$ cat src/rtl/key_pkg.sv
// Shared constants for the stopwatch key encoder: FSM encoding, key indices,
// widths and the press-encoding helper.
package key_pkg;

  localparam int KEY_W  = 5;
  localparam int CODE_W = 3;

  localparam logic [1:0] IDLE     = 2'd0;
  localparam logic [1:0] DEBOUNCE = 2'd1;
  localparam logic [1:0] PRESSED  = 2'd2;
  localparam logic [1:0] RELEASE  = 2'd3;

  localparam logic [CODE_W-1:0] KEY_START = 3'd0;
  localparam logic [CODE_W-1:0] KEY_LAP   = 3'd1;
  localparam logic [CODE_W-1:0] KEY_RESET = 3'd2;
  localparam logic [CODE_W-1:0] KEY_MODE  = 3'd3;
  localparam logic [CODE_W-1:0] KEY_SET   = 3'd4;

  typedef struct packed {
    logic [CODE_W-1:0] code;
    logic              multi;
  } key_enc_t;

  // Lowest-numbered key wins; multi flags a chord of two or more keys.
  function automatic key_enc_t encode_keys(input logic [KEY_W-1:0] sample);
    key_enc_t enc;
    if (sample[0])      enc.code = KEY_START;
    else if (sample[1]) enc.code = KEY_LAP;
    else if (sample[2]) enc.code = KEY_RESET;
    else if (sample[3]) enc.code = KEY_MODE;
    else if (sample[4]) enc.code = KEY_SET;
    else                enc.code = KEY_START;
    enc.multi = ($countones(sample) > 1);
    return enc;
  endfunction

endpackage

$ cat src/rtl/key_encoder_5_to_3_if.sv
// Key-side bus of the encoder: raw key levels in, encoded press out.
interface key_encoder_5_to_3_if;
  import key_pkg::*;

  logic [KEY_W-1:0]  keys;
  logic [CODE_W-1:0] code;
  logic              multi;
  logic              valid;
  logic              held;

  modport master (output keys, input code, multi, valid, held);
  modport slave  (input keys, output code, multi, valid, held);

endinterface

$ cat src/rtl/sync_2ff.sv
// Two-flop synchroniser for asynchronous board inputs, with synchronous
// clear so a reset also flushes any key level in flight.
module sync_2ff #(
  parameter int WIDTH = 1
) (
  input  logic             clk,
  input  logic             rst,
  input  logic [WIDTH-1:0] d_i,
  output logic [WIDTH-1:0] q_o
);

  logic [WIDTH-1:0] s1_q;
  logic [WIDTH-1:0] s2_q;

  always_ff @(posedge clk) begin
    if (rst) begin
      s1_q <= '0;
      s2_q <= '0;
    end else begin
      s1_q <= d_i;
      s2_q <= s1_q;
    end
  end

  assign q_o = s2_q;

endmodule

$ cat src/rtl/key_encoder_5_to_3.sv
// Debounces five stopwatch keys and emits a registered key index with a
// one-cycle valid per press. Optional macro AUTO_REPEAT_EN adds auto-repeat.
module key_encoder_5_to_3
  import key_pkg::*;
#(
  parameter int DEBOUNCE_CYCLES = 500000,
  parameter int CNT_W           = 20,
  parameter int REPEAT_DELAY    = 25000000,
  parameter int REPEAT_PERIOD   = 5000000
) (
  input logic               clk,
  input logic               rst,
  key_encoder_5_to_3_if.slave bus
);

  localparam logic [CNT_W-1:0] DB_LAST = CNT_W'(DEBOUNCE_CYCLES - 1);

  logic [KEY_W-1:0] ks;
  logic [1:0]       state_q, state_d;
  logic [KEY_W-1:0] sample_q, sample_d;
  logic [CNT_W-1:0] cnt_q, cnt_d;
  key_enc_t         enc_q, enc_d;
  logic             valid_q, valid_d;
  logic             held_q, held_d;

`ifdef AUTO_REPEAT_EN
  localparam logic [CNT_W-1:0] REP_DELAY_LAST  = CNT_W'(REPEAT_DELAY - 1);
  localparam logic [CNT_W-1:0] REP_PERIOD_LAST = CNT_W'(REPEAT_PERIOD - 1);

  logic [CNT_W-1:0] rep_q, rep_d;
  logic             rep_first_q, rep_first_d;
`endif

  sync_2ff #(.WIDTH(KEY_W)) u_sync (
    .clk (clk),
    .rst (rst),
    .d_i (bus.keys),
    .q_o (ks)
  );

  always_comb begin
    state_d  = state_q;
    sample_d = sample_q;
    cnt_d    = cnt_q;
    enc_d    = enc_q;
    valid_d  = 1'b0;
`ifdef AUTO_REPEAT_EN
    rep_d       = rep_q;
    rep_first_d = rep_first_q;
`endif

    case (state_q)
      IDLE: begin
        if (ks != '0) begin
          sample_d = ks;
          cnt_d    = '0;
          state_d  = DEBOUNCE;
        end
      end
      DEBOUNCE: begin
        if (ks == '0) begin
          state_d = IDLE;
        end else if (ks != sample_q) begin
          sample_d = ks;
          cnt_d    = '0;
        end else if (cnt_q == DB_LAST) begin
          state_d = PRESSED;
          enc_d   = encode_keys(sample_q);
          valid_d = 1'b1;
`ifdef AUTO_REPEAT_EN
          rep_d       = '0;
          rep_first_d = 1'b1;
`endif
        end else begin
          cnt_d = cnt_q + 1'b1;
        end
      end
      // Key changes during a press are ignored; only a full release ends it.
      PRESSED: begin
        if (ks == '0) begin
          cnt_d   = '0;
          state_d = RELEASE;
`ifdef AUTO_REPEAT_EN
          rep_d = '0;
`endif
        end else begin
`ifdef AUTO_REPEAT_EN
          if ((rep_first_q && rep_q == REP_DELAY_LAST) ||
              (!rep_first_q && rep_q == REP_PERIOD_LAST)) begin
            valid_d     = 1'b1;
            rep_d       = '0;
            rep_first_d = 1'b0;
          end else begin
            rep_d = rep_q + 1'b1;
          end
`endif
        end
      end
      RELEASE: begin
        if (ks != '0) begin
          cnt_d = '0;
        end else if (cnt_q == DB_LAST) begin
          state_d = IDLE;
        end else begin
          cnt_d = cnt_q + 1'b1;
        end
      end
      default: state_d = IDLE;
    endcase

    held_d = (state_d == PRESSED) || (state_d == RELEASE);
  end

  always_ff @(posedge clk) begin
    if (rst) begin
      state_q  <= IDLE;
      sample_q <= '0;
      cnt_q    <= '0;
      enc_q    <= '0;
      valid_q  <= 1'b0;
      held_q   <= 1'b0;
    end else begin
      state_q  <= state_d;
      sample_q <= sample_d;
      cnt_q    <= cnt_d;
      enc_q    <= enc_d;
      valid_q  <= valid_d;
      held_q   <= held_d;
    end
  end

`ifdef AUTO_REPEAT_EN
  always_ff @(posedge clk) begin
    if (rst) begin
      rep_q       <= '0;
      rep_first_q <= 1'b0;
    end else begin
      rep_q       <= rep_d;
      rep_first_q <= rep_first_d;
    end
  end
`endif

  assign bus.code  = enc_q.code;
  assign bus.multi = enc_q.multi;
  assign bus.valid = valid_q;
  assign bus.held  = held_q;

endmodule

$ cat src/flat_wrapper.sv
// flat-port wrapper written by rule: the top's interface ports become plain ports
module key_encoder_5_to_3_flat import key_pkg::*;
#(
  parameter int DEBOUNCE_CYCLES = 500000,
  parameter int CNT_W           = 20,
  parameter int REPEAT_DELAY    = 25000000,
  parameter int REPEAT_PERIOD   = 5000000
)
  (clk, rst, bus_keys, bus_code, bus_multi, bus_valid, bus_held);
  key_encoder_5_to_3_if bus_i ();
  input logic clk;
  input logic rst;
  input wire logic [$bits(bus_i.keys)-1:0] bus_keys;
  output wire logic [$bits(bus_i.code)-1:0] bus_code;
  output wire logic [$bits(bus_i.multi)-1:0] bus_multi;
  output wire logic [$bits(bus_i.valid)-1:0] bus_valid;
  output wire logic [$bits(bus_i.held)-1:0] bus_held;
  assign bus_i.keys = bus_keys;
  assign bus_code = bus_i.code;
  assign bus_multi = bus_i.multi;
  assign bus_valid = bus_i.valid;
  assign bus_held = bus_i.held;
  key_encoder_5_to_3 #(.DEBOUNCE_CYCLES(DEBOUNCE_CYCLES), .CNT_W(CNT_W), .REPEAT_DELAY(REPEAT_DELAY), .REPEAT_PERIOD(REPEAT_PERIOD)) u_core (.clk(clk), .rst(rst), .bus(bus_i));
endmodule
$ cat config.mk
export PLATFORM = sky130hd
export DESIGN_NAME = key_encoder_5_to_3_flat
export DESIGN_NICKNAME = d
export VERILOG_FILES = /design/src/rtl/key_pkg.sv /design/src/rtl/key_encoder_5_to_3_if.sv /design/src/rtl/sync_2ff.sv /design/src/rtl/key_encoder_5_to_3.sv /design/src/flat_wrapper.sv
export SDC_FILE = /design/constraint.sdc
export NUM_CORES = 1
export LEC_CHECK = 0
export BUFFER_PORTS_ARGS = -buffer_cell sky130_fd_sc_hd__buf_4
export CAP_MARGIN = 30
export CORE_UTILIZATION = 54
export CTS_CLUSTER_SIZE = 20
export DETAILED_ROUTE_END_ITERATION = 7
export GPL_ROUTABILITY_DRIVEN = 1
export PLACE_DENSITY = 0.77
export SLEW_MARGIN = 20
export SYNTH_ARGS = -nofsm -noshare
export SYNTH_HDL_FRONTEND = slang
export SYNTH_HIERARCHICAL = 1
export SYNTH_SLANG_ARGS = --single-unit
$ cat constraint.sdc
create_clock -name clk -period 2.1 [get_ports clk]
set_input_delay 0.105 -clock clk [delete_from_list [all_inputs] [get_ports clk]]
set_output_delay 0.105 -clock clk [all_outputs]
set_load 0.05 [all_outputs]
==> impl_results.rst <==
.. list-table::
   :header-rows: 1

   * - Metric
     - Value
   * - Total design power
     - 1800 uW
   * - Sequential area share after synthesis
     - 0.404
   * - Clock input transition at the sequential cells of the worst setup and hold paths
     - 80 ps
   * - Period minus WS final
     - 2020 ps
   * - Result of the run
     - complete, no violations
   * - Top library cells by usage in the layout, fill and taps aside
     - 41 x dfxtp_1, 36 x buf_4, 27 x nor2_1
   * - Overflow left after global routing
     - 0
   * - Kind of launch point of the worst setup path
     - flip-flop
   * - Insertion delay of the later-clocked pin in the worst-skew pair
     - 300 ps
   * - Clk buf depth
     - 2
   * - Number of remaining DRC errors
     - 0
   * - Root Buffer Master
     - clkbuf_8
   * - Number of design-rule violations left by the first detailed-router iteration
     - 175
   * - Worst Setup End Kind
     - flip-flop
   * - Worst-case vdd ir drop
     - 0.000533 V
   * - Std-Cell Rows
     - 22
   * - Number of nets in the layout
     - 284
   * - Number of placed I/O pins
     - 13
   * - Fin. max-slew vios
     - 0
   * - Global Route Usage Sum
     - 0.252
   * - Vertical extent of the die
     - 64.1 um
   * - Growth of design area from synthesis to finish
     - 21.6%
   * - Setup violation total in the final timing report
     - 0
   * - Inserted Clock Buffers
     - 5
   * - Worst path required time
     - 2310 ps
   * - Final-layout fill cell count
     - 320
   * - Sink count of the clock tree
     - 42
   * - Syn. warnings
     - 6
   * - Syn avg cell area
     - 8.71 um2
   * - Synth Register Bits
     - 42
   * - Pwr/cell area
     - 710 nW/um2
   * - Routed via count divided by cell count
     - 6.08
   * - Layout cells sized above 1
     - 0.211
   * - Leakage component of the power
     - 0.000983 uW
   * - Placed Area
     - 2340 um2
   * - Wire length of the first global-routing pass
     - 8000 um
   * - Most common library cell in the layout ignoring fill and taps
     - dfxtp_1
   * - Vias in the first global route
     - 1768
   * - Final critical-path share of the clock period
     - 0.964
   * - Syn Inst Count
     - 239
   * - Tightest Pin Transition
     - 377 ps
   * - Synth Flop Type
     - dfxtp_1
   * - Cell area after technology mapping
     - 2080 um2
   * - Total routed wirelength
     - 4740 um
   * - Maximum number of pins on one net before global-route repair
     - 30
   * - Max_cap viols
     - 0
   * - H-tree depth
     - 2
   * - Final routed wire length divided by cell count
     - 14.7 um
   * - Routability-driven placement congestion ratio
     - 0.874
   * - Worst slew margin
     - 0.745
   * - Area of the die
     - 4110 um2
   * - Starting density of the core
     - 0.564
   * - CORE AREA
     - 3690 um2
   * - Final design area excluding fillers
     - 2530 um2
   * - Hold/Removal Path Class
     - in -> reg
   * - Post-route clock skew
     - 5.38 ps
   * - Setup CP Type
     - reg -> reg
   * - Antenna violations before repair
     - 0
   * - Maximum achievable frequency
     - 494 MHz
   * - Data arrival time at the worst-slack endpoint
     - 2230 ps
   * - Clock tree from TritonCTS
     - yes
   * - Number of buffers inserted for hold repair after clock tree synthesis
     - 0
   * - Distinct cells, synth
     - 46
   * - Port Buffer Count
     - 12
   * - Die extent in x
     - 64.1 um
   * - Final hold violation count
     - 0
   * - HPWL Detailed
     - 3170 um
   * - Drt pass-1 iters
     - 5
   * - Vias
     - 1963
   * - Syn nets
     - 249
   * - Synth async-reset ratio
     - 0
   * - Count of flip-flops with a built-in enable after synthesis
     - 0
   * - Antenna diode count
     - 0
   * - ANT nets after route
     - 0
   * - Critical-path maximum fanout
     - 6
## synthesized netlist by cell type, types with 2 or more instances
library cell,instances,area (um2)
nand2_1,10,37.5
a22o_1,2,17.5
or4_1,4,30.0
nor4b_1,2,17.5
a21o_1,3,22.5
nand4_1,15,93.8
a21oi_1,16,80.1
ha_1,2,25.0
o31ai_2,2,25.0
a211oi_1,2,15.0
nor4_1,4,25.0
nor2_1,28,105
nor3_1,3,15.0
or4_4,2,22.5
clkbuf_1,6,22.5
nor2b_1,11,68.8
xor2_1,13,114
nand3_1,15,75.1
and4_1,5,43.8
or3_1,4,25.0
o21ai_0,10,50.1
dfxtp_1,42,841
buf_6,2,22.5
a31oi_1,3,18.8
mux2i_1,2,20.0
o2111ai_1,2,17.5
o211ai_1,2,15.0
inv_1,9,33.8
## flip-flops by register name (all words and copies together), names as in the netlist
name,flops
u_core/u_sync/s1_q,5
u_core/u_sync/q_o,5
u_core/state_q,2
u_core/bus.multi,1
u_core/cnt_q,20
u_core/bus.valid,1
u_core/bus.code,3
u_core/sample_q,5
## cells by family (layout without fill, tap and decap cells)
group                    after synthesis  in the layout  share of synthesized area
AND/OR/NAND/NOR                      110            110                      0.304
multiplexers                           2              2                    0.00962
AO/OA/AOI/OAI                         49             49                      0.160
flip-flops                            42             42                      0.404
buffers and inverters                 19             55                     0.0421
adder cells (fa/ha/maj)                3              3                     0.0216
XOR/XNOR                              14             14                     0.0589
## per-layer routing
| metal | vias to the layer above | global-route usage | share of wire |
|---|---|---|---|
| li1 | 951 | - | - |
| met1 | 913 | 0.336 | 0.46 |
| met2 | 91 | 0.387 | 0.46 |
| met3 | 8 | 0.0607 | 0.076 |
| met4 | 0 | 0.105 | 0.012 |
| met5 | - | 0 | 0 |
## critical path, stage by stage (launching register included)
cell and delay, ps:
dfxtp_1 320, buf_4 140, xor2_1 160, nor4_4 330
buf_4 200, a31oi_1 160, or4_4 530, o31ai_2 80
## metrics by stage
step           hold WS [ps]  cells  TNS [ps]  utilization  setup slack (ps)
2_1_floorplan           177    239         0            -              66.0
3_3_place_gp            314    311         0        0.634              90.6
3_5_place_dp            320    311         0        0.634              56.8
4_1_cts                10.8    322         0        0.681              8.30
5_1_grt                10.1    323     -20.3        0.686             -12.3
6_report               13.8    323         0        0.686              76.6
## final cells by class
| cell class | instances | area [um2] | area share |
|---|---|---|---|
| clock buffer | 5 | 68.8 | 0.0272 |
| multi-input combinational | 178 | 1160 | 0.460 |
| tap | 48 | 60.1 | 0.0237 |
| clock inverter | 3 | 68.8 | 0.0272 |
| sequential | 42 | 842 | 0.333 |
| inverter | 10 | 37.5 | 0.0148 |
| timing repair buffer | 37 | 290 | 0.115 |
## what timing repair did
item / 4_1_cts / 5_1_grt
gates cloned: 0 / 0
resized for setup: 0 / 3
endpoints found under the setup margin: 1 / 11
setup buffers: 3 / 1
pin swaps: 1 / 1
## final timing paths
kind                                             from                    end  slack (ps)  cells after the start
worst max-delay path             u_core/u_sync/q_o[2]        u_core/cnt_q[9]          80                      7
worst min-delay path                      bus_keys[2]  u_core/u_sync/s1_q[2]          10                      2
worst min register to register  u_core/u_sync/s1_q[0]   u_core/u_sync/q_o[0]         440                      1
worst max register to register   u_core/u_sync/q_o[2]        u_core/cnt_q[9]          80                      7
## power by group
group	switching, uW	internal (uW)	total (uW)
registers	13.5	813	826
clock network	287	476	763
logic	110	97.0	207
No activity file was read; power rests on OpenSTA's default activity.
